[config.mk]
export PLATFORM = sky130hd
export DESIGN_NAME = mdu_seq
export DESIGN_NICKNAME = d
export VERILOG_FILES = /design/src/rtl/mdu_pkg.sv /design/src/rtl/mdu_seq.sv
export SDC_FILE = /design/constraint.sdc
export NUM_CORES = 1
export LEC_CHECK = 0
export ABC_CLOCK_PERIOD_IN_PS = 5800
export CORE_UTILIZATION = 55
export CTS_BUF_LIST = sky130_fd_sc_hd__clkbuf_8
export DETAILED_ROUTE_END_ITERATION = 8
export GPL_ROUTABILITY_DRIVEN = 0
export HOLD_SLACK_MARGIN = 0.06
export MAX_ROUTING_LAYER = met4
export PLACE_DENSITY = 0.78
export SLEW_MARGIN = 20
export SYNTH_ARGS = -nofsm -noshare
export SYNTH_HDL_FRONTEND = slang
export SYNTH_SLANG_ARGS = --single-unit
[constraint.sdc]
create_clock -name clk -period 5.8 [get_ports clk]
set_input_delay 1.16 -clock clk [delete_from_list [all_inputs] [get_ports clk]]
set_output_delay 1.16 -clock clk [all_outputs]
set_load 0.01 [all_outputs]
[src/rtl/mdu_pkg.sv]
// Shared definitions for the RV32M multiply/divide sequencer: funct3 encodings,
// FSM state type and the signed-overflow operand constants.
package mdu_pkg;

    localparam int XLEN = 32;

    localparam logic [2:0] F3_MUL    = 3'd0;
    localparam logic [2:0] F3_MULH   = 3'd1;
    localparam logic [2:0] F3_MULHSU = 3'd2;
    localparam logic [2:0] F3_MULHU  = 3'd3;
    localparam logic [2:0] F3_DIV    = 3'd4;
    localparam logic [2:0] F3_DIVU   = 3'd5;
    localparam logic [2:0] F3_REM    = 3'd6;
    localparam logic [2:0] F3_REMU   = 3'd7;

    typedef enum logic [1:0] {
        IDLE,
        MUL,
        DIV,
        DONE
    } state_e;

    localparam logic [XLEN-1:0] INT_MIN = 32'h8000_0000;
    localparam logic [XLEN-1:0] NEG_ONE = 32'hFFFF_FFFF;

endpackage

[src/rtl/mdu_seq.sv]
// Iterative RV32M multiply/divide unit: one shift/add-subtract step per cycle over
// operand magnitudes, sign fix-up on the final step, valid/ready on both sides.
module mdu_seq
    import mdu_pkg::*;
#(
    parameter int XLEN  = mdu_pkg::XLEN,
    parameter int CNT_W = 6
) (
    input  logic            clk,
    input  logic            rst,
    input  logic            req_valid,
    output logic            req_ready,
    input  logic [2:0]      funct3,
    input  logic [XLEN-1:0] rs1,
    input  logic [XLEN-1:0] rs2,
    output logic            resp_valid,
    input  logic            resp_ready,
    output logic [XLEN-1:0] rd,
    output logic            busy
);

    state_e            state_q, state_d;
    logic [2:0]        f3_q, f3_d;
    logic [XLEN-1:0]   addend_q, addend_d;
    logic [2*XLEN-1:0] acc_q, acc_d;
    logic              a_neg_q, a_neg_d;
    logic              b_neg_q, b_neg_d;
    logic [CNT_W-1:0]  cnt_q, cnt_d;
    logic [XLEN-1:0]   rd_q, rd_d;

    logic              a_signed, b_signed, a_neg, b_neg;
    logic [XLEN-1:0]   a_mag, b_mag;
    logic              div_by_zero, div_ovf, last_iter;
    logic [XLEN:0]     mul_sum, div_rem, div_diff;
    logic [2*XLEN-1:0] prod, prod_fix;
    logic [XLEN-1:0]   quot, rem, quot_fix, rem_fix;

    assign req_ready  = (state_q == IDLE);
    assign busy       = (state_q != IDLE);
    assign resp_valid = (state_q == DONE);
    assign rd         = rd_q;

    always_comb begin
        // NOTE: every signal driven here gets a default first, so no path can infer a latch.
        state_d  = state_q;
        f3_d     = f3_q;
        addend_d = addend_q;
        acc_d    = acc_q;
        a_neg_d  = a_neg_q;
        b_neg_d  = b_neg_q;
        cnt_d    = cnt_q;
        rd_d     = rd_q;

        a_signed    = (funct3 == F3_MULH) || (funct3 == F3_MULHSU) ||
                      (funct3 == F3_DIV)  || (funct3 == F3_REM);
        b_signed    = (funct3 == F3_MULH) || (funct3 == F3_DIV) || (funct3 == F3_REM);
        a_neg       = a_signed && rs1[XLEN-1];
        b_neg       = b_signed && rs2[XLEN-1];
        a_mag       = a_neg ? -rs1 : rs1;
        b_mag       = b_neg ? -rs2 : rs2;
        div_by_zero = (rs2 == '0);
        div_ovf     = ((funct3 == F3_DIV) || (funct3 == F3_REM)) &&
                      (rs1 == INT_MIN) && (rs2 == NEG_ONE);
        last_iter   = (cnt_q == CNT_W'(XLEN - 1));

        mul_sum  = '0;
        prod     = '0;
        prod_fix = '0;
        div_rem  = '0;
        div_diff = '0;
        quot     = '0;
        rem      = '0;
        quot_fix = '0;
        rem_fix  = '0;

        case (state_q)
            IDLE: begin
                if (req_valid) begin
                    f3_d    = funct3;
                    a_neg_d = a_neg;
                    b_neg_d = b_neg;
                    cnt_d   = '0;
                    if (!funct3[2]) begin
                        // Multiplier magnitude sits in the low half and is consumed LSB-first.
                        addend_d = a_mag;
                        acc_d    = {{XLEN{1'b0}}, b_mag};
                        state_d  = MUL;
                    end else if (div_by_zero) begin
                        rd_d    = funct3[1] ? rs1 : NEG_ONE;
                        state_d = DONE;
                    end else if (div_ovf) begin
                        rd_d    = funct3[1] ? '0 : INT_MIN;
                        state_d = DONE;
                    end else begin
                        addend_d = b_mag;
                        acc_d    = {{XLEN{1'b0}}, a_mag};
                        state_d  = DIV;
                    end
                end
            end

            MUL: begin
                mul_sum = {1'b0, acc_q[2*XLEN-1:XLEN]} +
                          (acc_q[0] ? {1'b0, addend_q} : {(XLEN+1){1'b0}});
                prod    = {mul_sum, acc_q[XLEN-1:1]};
                acc_d   = prod;
                cnt_d   = cnt_q + CNT_W'(1);
                if (last_iter) begin
                    prod_fix = (a_neg_q ^ b_neg_q) ? -prod : prod;
                    rd_d     = (f3_q == F3_MUL) ? prod_fix[XLEN-1:0] : prod_fix[2*XLEN-1:XLEN];
                    cnt_d    = '0;
                    state_d  = DONE;
                end
            end

            DIV: begin
                // Partial remainder lives in the high half, dividend/quotient bits in the low half.
                div_rem  = {acc_q[2*XLEN-1:XLEN], acc_q[XLEN-1]};
                div_diff = div_rem - {1'b0, addend_q};
                rem      = div_diff[XLEN] ? div_rem[XLEN-1:0] : div_diff[XLEN-1:0];
                quot     = {acc_q[XLEN-2:0], ~div_diff[XLEN]};
                acc_d    = {rem, quot};
                cnt_d    = cnt_q + CNT_W'(1);
                if (last_iter) begin
                    quot_fix = (a_neg_q ^ b_neg_q) ? -quot : quot;
                    rem_fix  = a_neg_q ? -rem : rem;
                    rd_d     = f3_q[1] ? rem_fix : quot_fix;
                    cnt_d    = '0;
                    state_d  = DONE;
                end
            end

            DONE: begin
                if (resp_ready) begin
                    state_d = IDLE;
                end
            end

            default: state_d = IDLE;
        endcase
    end

    // NOTE: the datapath registers are reset too, so an aborted op leaves nothing behind.
    always_ff @(posedge clk or posedge rst) begin
        if (rst) begin
            state_q  <= IDLE;
            f3_q     <= '0;
            addend_q <= '0;
            acc_q    <= '0;
            a_neg_q  <= 1'b0;
            b_neg_q  <= 1'b0;
            cnt_q    <= '0;
            rd_q     <= '0;
        end else begin
            // NOTE: non-blocking assignments so every flop samples the pre-edge values.
            state_q  <= state_d;
            f3_q     <= f3_d;
            addend_q <= addend_d;
            acc_q    <= acc_d;
            a_neg_q  <= a_neg_d;
            b_neg_q  <= b_neg_d;
            cnt_q    <= cnt_d;
            rd_q     <= rd_d;
        end
    end

endmodule

==> results_dict.tcl, run 1 <==
set metrics [dict create \
    cts_tree "built" \
    tightest_slew_ns 1.13 \
    syn_avg_cell_area_sq_um 7.02 \
    start_util_pct 55.8 \
    fin_cells 2856 \
    status "complete, no violations" \
    peakVddDrop_mv 0.533 \
    fp.dieW_microns 178 \
    numPortBuffers 105 \
    grt_max_degree 119 \
    netlist_area_sq_mm 0.0170 \
    vias 20000 \
    fin_crit_ns 5.68 \
    synth.area.top_cells "dfrtp_1 21%, o21ai_0 9.1%, nand2_1 6.9%" \
    fin_skew_ns 0.0181 \
    synth_edf_count 0 \
    synth_flop_cell "dfrtp_1" \
    slew_headroom_pct 22.6 \
    power.density_mw_per_mm2 631 \
    required_ns 6.24 \
    critPathLaunchType "flop" \
    layout-drive-gt1-share_pct 6.36 \
    fin_crit_sh_pct 98.0 \
    final_util_pct 62.2 \
    post-cts-setup-buffers 0 \
    end_kind "flop" \
    hold_class "reg2reg" \
    cts_hold_buf 0 \
    drv_cap 0 \
    drc 0 \
    worstSkewPairLatency_ns 0.52 \
    clk_pin_slew_worst_paths_ns 0.09 \
    crit_path_frequent_cell "a21oi_1" \
    met2_length_microns 28200 \
    r2r_slack_ns 0.12 \
    cp_max_fo 16 \
    syn_inst 2425 \
    design.portCount 106 \
    areaGrowthSynthToFinish_pct 11.5 \
    syn_nets 2573 \
    layout.nets 2588 \
    dr.first_iter.drc_count 3406 \
    dp_hpwl_microns 51100 \
    yosys_warnings 0 \
    routedWlPerCell_microns 23.8 \
    placed_area_sq_mm 0.0184 \
    wirelength_microns 67900 \
    max_stage_delay_ns 0.68 \
    coreArea_sq_mm 0.0305 \
    vias_per_cell 6.99 \
    worst_slack_ns 0.116 \
    grt_use_total_pct 44.1 \
    grt_remaining_overflow 0 \
    met1Wirelength_microns 25400 \
    total_power_uw 12000 \
    clk_path_buf_depth 2 \
    crit_chain "clkinv_1, nor2_1, ha_1, nor2b_1, o31ai_1, a21oi_1, nor4b_1, a211oi_1, or4_1, nor3_2, buf_4, a21oi_1, xnor2_1, o21ai_0, a31oi_1, o221ai_1" \
    yosysTopAreaCell "dfrtp_1" \
    power.leakage_uw 0.00775 \
    antenna_left 0 \
    drt_first_pass_iters 7 \
    die-height_microns 178 \
    fp-row-count 64 \
    cp_num_buf_inv 2 \
    routed.top_layer "met4" \
    max_freq_mhz 176 \
    ys_types 81 \
    final_cell_area_sq_mm 0.0190 \
    crit_family "compound AO/OA/AOI/OAI gates" \
    async_reset_ff_share_pct 100 \
    place_ws_ns 0.0615 \
    cts_max_level 4 \
    dp_cells 2817 \
    cts_buffers 17 \
    synth_top_area_share_pct 20.7 \
    setup_viol 0 \
    grt_pass1_vias 18300 \
    slew_violations 0 \
    worstSetupPathType "reg2reg" \
    wl_met3_microns 9790 \
    antenna_found_initial 7 \
    fillers 2708 \
    cts_root_buffer "clkbuf_8" \
    arrival_ns 6.12 \
    hold_viol 0 \
    synth-seq-cells 141 \
    grt_pass1_wl_microns 104000 \
    cts_sinks 141 \
    dieArea_sq_mm 0.0316 \
    cpMaxStageDelayCell "o31ai_1" \
    yosysSeqAreaShare_pct 20.7 \
]
Yosys cell counts (33+ instances only):
master,instances
clkbuf_1,155
o21ai_0,308
o211ai_1,35
ha_1,75
xor2_1,92
dfrtp_1,141
nor2_1,228
nand2_1,315
a21oi_1,207
o31ai_1,33
inv_1,74
nor3_1,59
xnor2_1,124
nand3_1,50
a22oi_1,33
layer usage:
| layer | global-route usage [%] | vias to the layer above |
|---|---|---|
| met5 | - | - |
| met4 | 25.6 | 0 |
| met3 | 13.6 | 359 |
| met2 | 63.4 | 1660 |
| met1 | 54.2 | 9103 |
| li1 | - | 8843 |
repair_timing:
item	4_1_cts	5_1_grt
resized for setup	0	8
endpoints found under the setup margin	0	9
endpoints found under the hold margin	0	0
worst paths after layout:
path / cells past startpoint / endpoint / from
max: 16 / rd[17] / acc_q[0]
min: 2 / addend_q[24] / addend_q[24]
max reg2reg: 16 / rd[17] / acc_q[0]
min reg2reg: 2 / addend_q[24] / addend_q[24]
max in group asynchronous: 3 / addend_q[16] / rst
min in group asynchronous: 2 / rd[2] / rst
placed cells by master, fill, tap and decap left out, drive strengths merged, types with 61 or more instances in the layout:
cell type / netlist / final
xor2: 92 / 92
inv: 74 / 76
nand2: 315 / 315
buf: 21 / 68
nor3: 61 / 61
dfrtp: 141 / 141
xnor2: 124 / 124
a21oi: 208 / 208
clkdlybuf4s50: 0 / 104
o21ai: 311 / 311
nor2: 228 / 228
ha: 75 / 75
worst reg2reg max path, delay by kind of cell, from the launching register on:
kind | cells | cell delay [ns]
adders and majority gates | 1 | 0.31
buffers and inverters | 2 | 0.81
xor gates and xnor gates | 1 | 0.17
DFF | 1 | 0.45
and+or+nand+nor | 5 | 1.70
AOI/OAI and AO/OA | 7 | 2.20
logic make-up after synthesis:
kind of cell / after synthesis / synth area share (%)
xor gates and xnor gates: 216 / 11.1
muxes: 38 / 2.31
and+or+nand+nor: 842 / 22.9
buffers and inverters: 251 / 5.71
adders and majority gates: 77 / 5.75
AOI/OAI and AO/OA: 860 / 31.4
DFF: 141 / 20.7
power by group:
part           total, uW  internal, uW  leakage (uW)  switching (uW)
Combinational       9090          3200       0.00571            5890
Sequential          1880          1370       0.00182             513
Clock               1000           524      0.000227             477
Total              12000          5090       0.00775            6880
area by class of cell:
class | instances | area (sq um) | share of cell area [%]
diodes | 7 | 17.5 | 0.0923
inverters | 75 | 290 | 1.53
flip-flops and latches | 141 | 3530 | 18.6
well taps | 396 | 495 | 2.61
clock inverters | 14 | 216 | 1.14
clock buffers | 18 | 248 | 1.31
repair buffers | 172 | 1580 | 8.31
multi-input cells | 2033 | 12600 | 66.4
registers in the layout, indices dropped and copies added (netlist names):
name and flops:
a_neg_q 1, b_neg_q 1, acc_q 64, addend_q 32, rd 32, f3_q 3, state_q 2, cnt_q 6
metrics by stage:
step           hold WS, ns  TNS [ns]
5_1_grt              0.512   -0.0468
3_3_place_gp         0.462         0
4_1_cts              0.489         0
6_report             0.486         0
2_1_floorplan        0.450         0
3_5_place_dp         0.461         0
Power figures use the tool's default switching activity.
==> run 2, diff against run 1 <==
--- a/config.mk
+++ b/config.mk
@@ -5,14 +5,13 @@
 export SDC_FILE = /design/constraint.sdc
 export NUM_CORES = 1
 export LEC_CHECK = 0
-export ABC_CLOCK_PERIOD_IN_PS = 5800
-export CORE_UTILIZATION = 55
+export ABC_CLOCK_PERIOD_IN_PS = 5420
+export CORE_UTILIZATION = 30
 export CTS_BUF_LIST = sky130_fd_sc_hd__clkbuf_8
 export DETAILED_ROUTE_END_ITERATION = 8
 export GPL_ROUTABILITY_DRIVEN = 0
 export HOLD_SLACK_MARGIN = 0.06
 export MAX_ROUTING_LAYER = met4
-export PLACE_DENSITY = 0.78
 export SLEW_MARGIN = 20
 export SYNTH_ARGS = -nofsm -noshare
 export SYNTH_HDL_FRONTEND = slang
==> constraint.sdc (replaced) <==
create_clock -name clk -period 5.42 [get_ports clk]
set_input_delay 1.084 -clock clk [delete_from_list [all_inputs] [get_ports clk]]
set_output_delay 1.084 -clock clk [all_outputs]
set_load 0.01 [all_outputs]
==> run 2 against run 1 <==
  * Non-clock buffer count grew 86
  * Global-route usage shrank 18 points
  * Sequential power grew 6%
  * Worst hold slack gained 0.00097 ns
  * Register-to-register slack lost 0.06 ns
  * Utilization shrank 26 points
  * First-iteration DRC count shrank 29%
  * Total power grew 8.9%
  * Cell area grew 5.8%
  * Sequential cell count is the same
  * Critical path type unchanged
  * Critical endpoint is now rd[28]
==> results_dict.tcl, run 2 (synthesized netlist as in run 1, its figures left out) <==
set metrics [dict create \
    wirelength_microns 73900 \
    dp_cells 3249 \
    grt_pass1_wl_microns 112000 \
    end_kind "flop" \
    cts_tree "built" \
    cts_buffers 17 \
    fin_crit_ns 5.37 \
    use_met3_pct 5.06 \
    power.leakage_uw 0.00818 \
    clk_path_buf_depth 2 \
    grt_remaining_overflow 0 \
    drc 0 \
    setup_viol 0 \
    dp_hpwl_microns 57400 \
    arrival_ns 5.78 \
    start_util_pct 30.6 \
    worstSkewPairLatency_ns 0.53 \
    crit_chain "ha_4, fa_2, nand2b_4, a211oi_4, o2111ai_2, a211oi_2, o31ai_2, and2_4, inv_4, nor2_1, a21oi_2, ha_2, inv_1, or4_1, or4_4, nor2_1, and4_4, o221ai_4, o21ai_1, xor2_1, a211oi_2, a211o_1" \
    cts_max_level 4 \
    cts_sinks 141 \
    fin_cells 3288 \
    worstSetupPathType "reg2reg" \
    numPortBuffers 105 \
    tns_ns 0 \
    power.density_mw_per_mm2 650 \
    grt_use_total_pct 26.2 \
    status "complete, no violations" \
    critPathLaunchType "flop" \
    cp_num_buf_inv 2 \
    dr.first_iter.drc_count 2425 \
    areaGrowthSynthToFinish_pct 17.9 \
    grt_pass1_vias 18200 \
    antenna_left 0 \
    fp-row-count 86 \
    peakVddDrop_mv 0.434 \
    fin_skew_ns 0.0234 \
    layout-drive-gt1-share_pct 10.2 \
    antenna_found_initial 4 \
    cts_root_buffer "clkbuf_8" \
    cpMaxStageDelayCell "or4_4" \
    die-height_microns 240 \
    clk_pin_slew_worst_paths_ns 0.09 \
    design.portCount 106 \
    grt_util_met1_pct 34.2 \
    final_cell_mix "314 x nand2_1, 306 x o21ai_0, 227 x nor2_1" \
    fin_crit_sh_pct 99.0 \
    hold_viol 0 \
    tightest_slew_ns 1.12 \
    top_usage_layer "met2" \
    routedWlPerCell_microns 22.5 \
    vias_per_cell 6.02 \
    grt.met2_usage_pct 38.6 \
    final_util_pct 36.1 \
    dieArea_sq_mm 0.0577 \
    required_ns 5.84 \
    cp_max_fo 6 \
    drt_first_pass_iters 6 \
    max_stage_delay_ns 0.54 \
    vias 19800 \
    layout.nets 2674 \
    crit_family "compound AO/OA/AOI/OAI gates" \
    coreArea_sq_mm 0.0555 \
    slew_violations 0 \
    cts_hold_buf 0 \
    largest_register "acc_q" \
    hold_class "reg2reg" \
    fp.dieW_microns 240 \
    largest_reg_flops 64 \
    grt_max_degree 118 \
    layout_commonest_cell "nand2_1" \
    slew_headroom_pct 25.6 \
    max_freq_mhz 186 \
    drv_cap 0 \
]
## run 2: worst reg2reg max path, stage by stage (launching register included)
cell,delay (ns)
dfrtp_1,0.43
ha_4,0.18
fa_2,0.36
nand2b_4,0.17
a211oi_4,0.40
o2111ai_2,0.24
a211oi_2,0.30
o31ai_2,0.11
and2_4,0.17
inv_4,0.10
nor2_1,0.06
a21oi_2,0.13
ha_2,0.20
inv_1,0.07
or4_1,0.53
or4_4,0.54
nor2_1,0.13
and4_4,0.26
o221ai_4,0.14
o21ai_1,0.21
xor2_1,0.20
a211oi_2,0.09
a211o_1,0.23
## run 2: layer usage
metal  wire (microns)  vias up
li1                 -     9006
met1            31000     9375
met2            31700     1188
met3             7480      216
met4             3720        0
met5                0        -
## run 2: layout make-up
cell class | count | area, sq um
timing repair buffer | 258 | 2210
tap | 748 | 936
antenna | 2 | 5.00
inverter | 75 | 289
clock buffer | 20 | 275
sequential | 141 | 3530
fill | 5878 | 35500
clock inverter | 11 | 103
multi-input combinational | 2033 | 12700
## run 2: per-stage QoR
stage | hold WS, ns | power, uW | instance area, sq um | worst slack, ns
after floorplan | 0.450 | 8370 | 17100 | 0.0165
after global placement | 0.464 | 11500 | 19500 | 0.163
after detailed placement | 0.463 | 11600 | 19500 | 0.00903
after CTS | 0.489 | 12600 | 19900 | 0.0822
after global routing | 0.508 | 13800 | 20100 | -0.0277
final | 0.487 | 13000 | 20100 | 0.0524
## run 2: path summary, 6_finish.rpt
kind	to	depth (start not counted)	startpoint	slack [ns]
min in group asynchronous	acc_q[35]	2	rst	1.10
max reg2reg	rd[28]	22	addend_q[0]	0.05
max	rd[28]	22	addend_q[0]	0.05
max in group asynchronous	addend_q[29]	3	rst	3.40
min reg2reg	rd[15]	2	rd[15]	0.49
min	rd[15]	2	rd[15]	0.49
## run 2: where the power goes
part	total (uW)	switching, uW	leakage [uW]	internal (uW)
registers	1990	529	0.00182	1460
logic	10100	6420	0.00614	3720
clock network	907	475	0.000209	432
total	13000	7420	0.00818	5610
## run 2: timing repair
| action | 4_1_cts | 5_1_grt |
|---|---|---|
| pin swaps | 1 | 17 |
| gates resized for setup | 1 | 21 |
| setup endpoints to repair | 2 | 9 |
| buffers inserted | 0 | 6 |
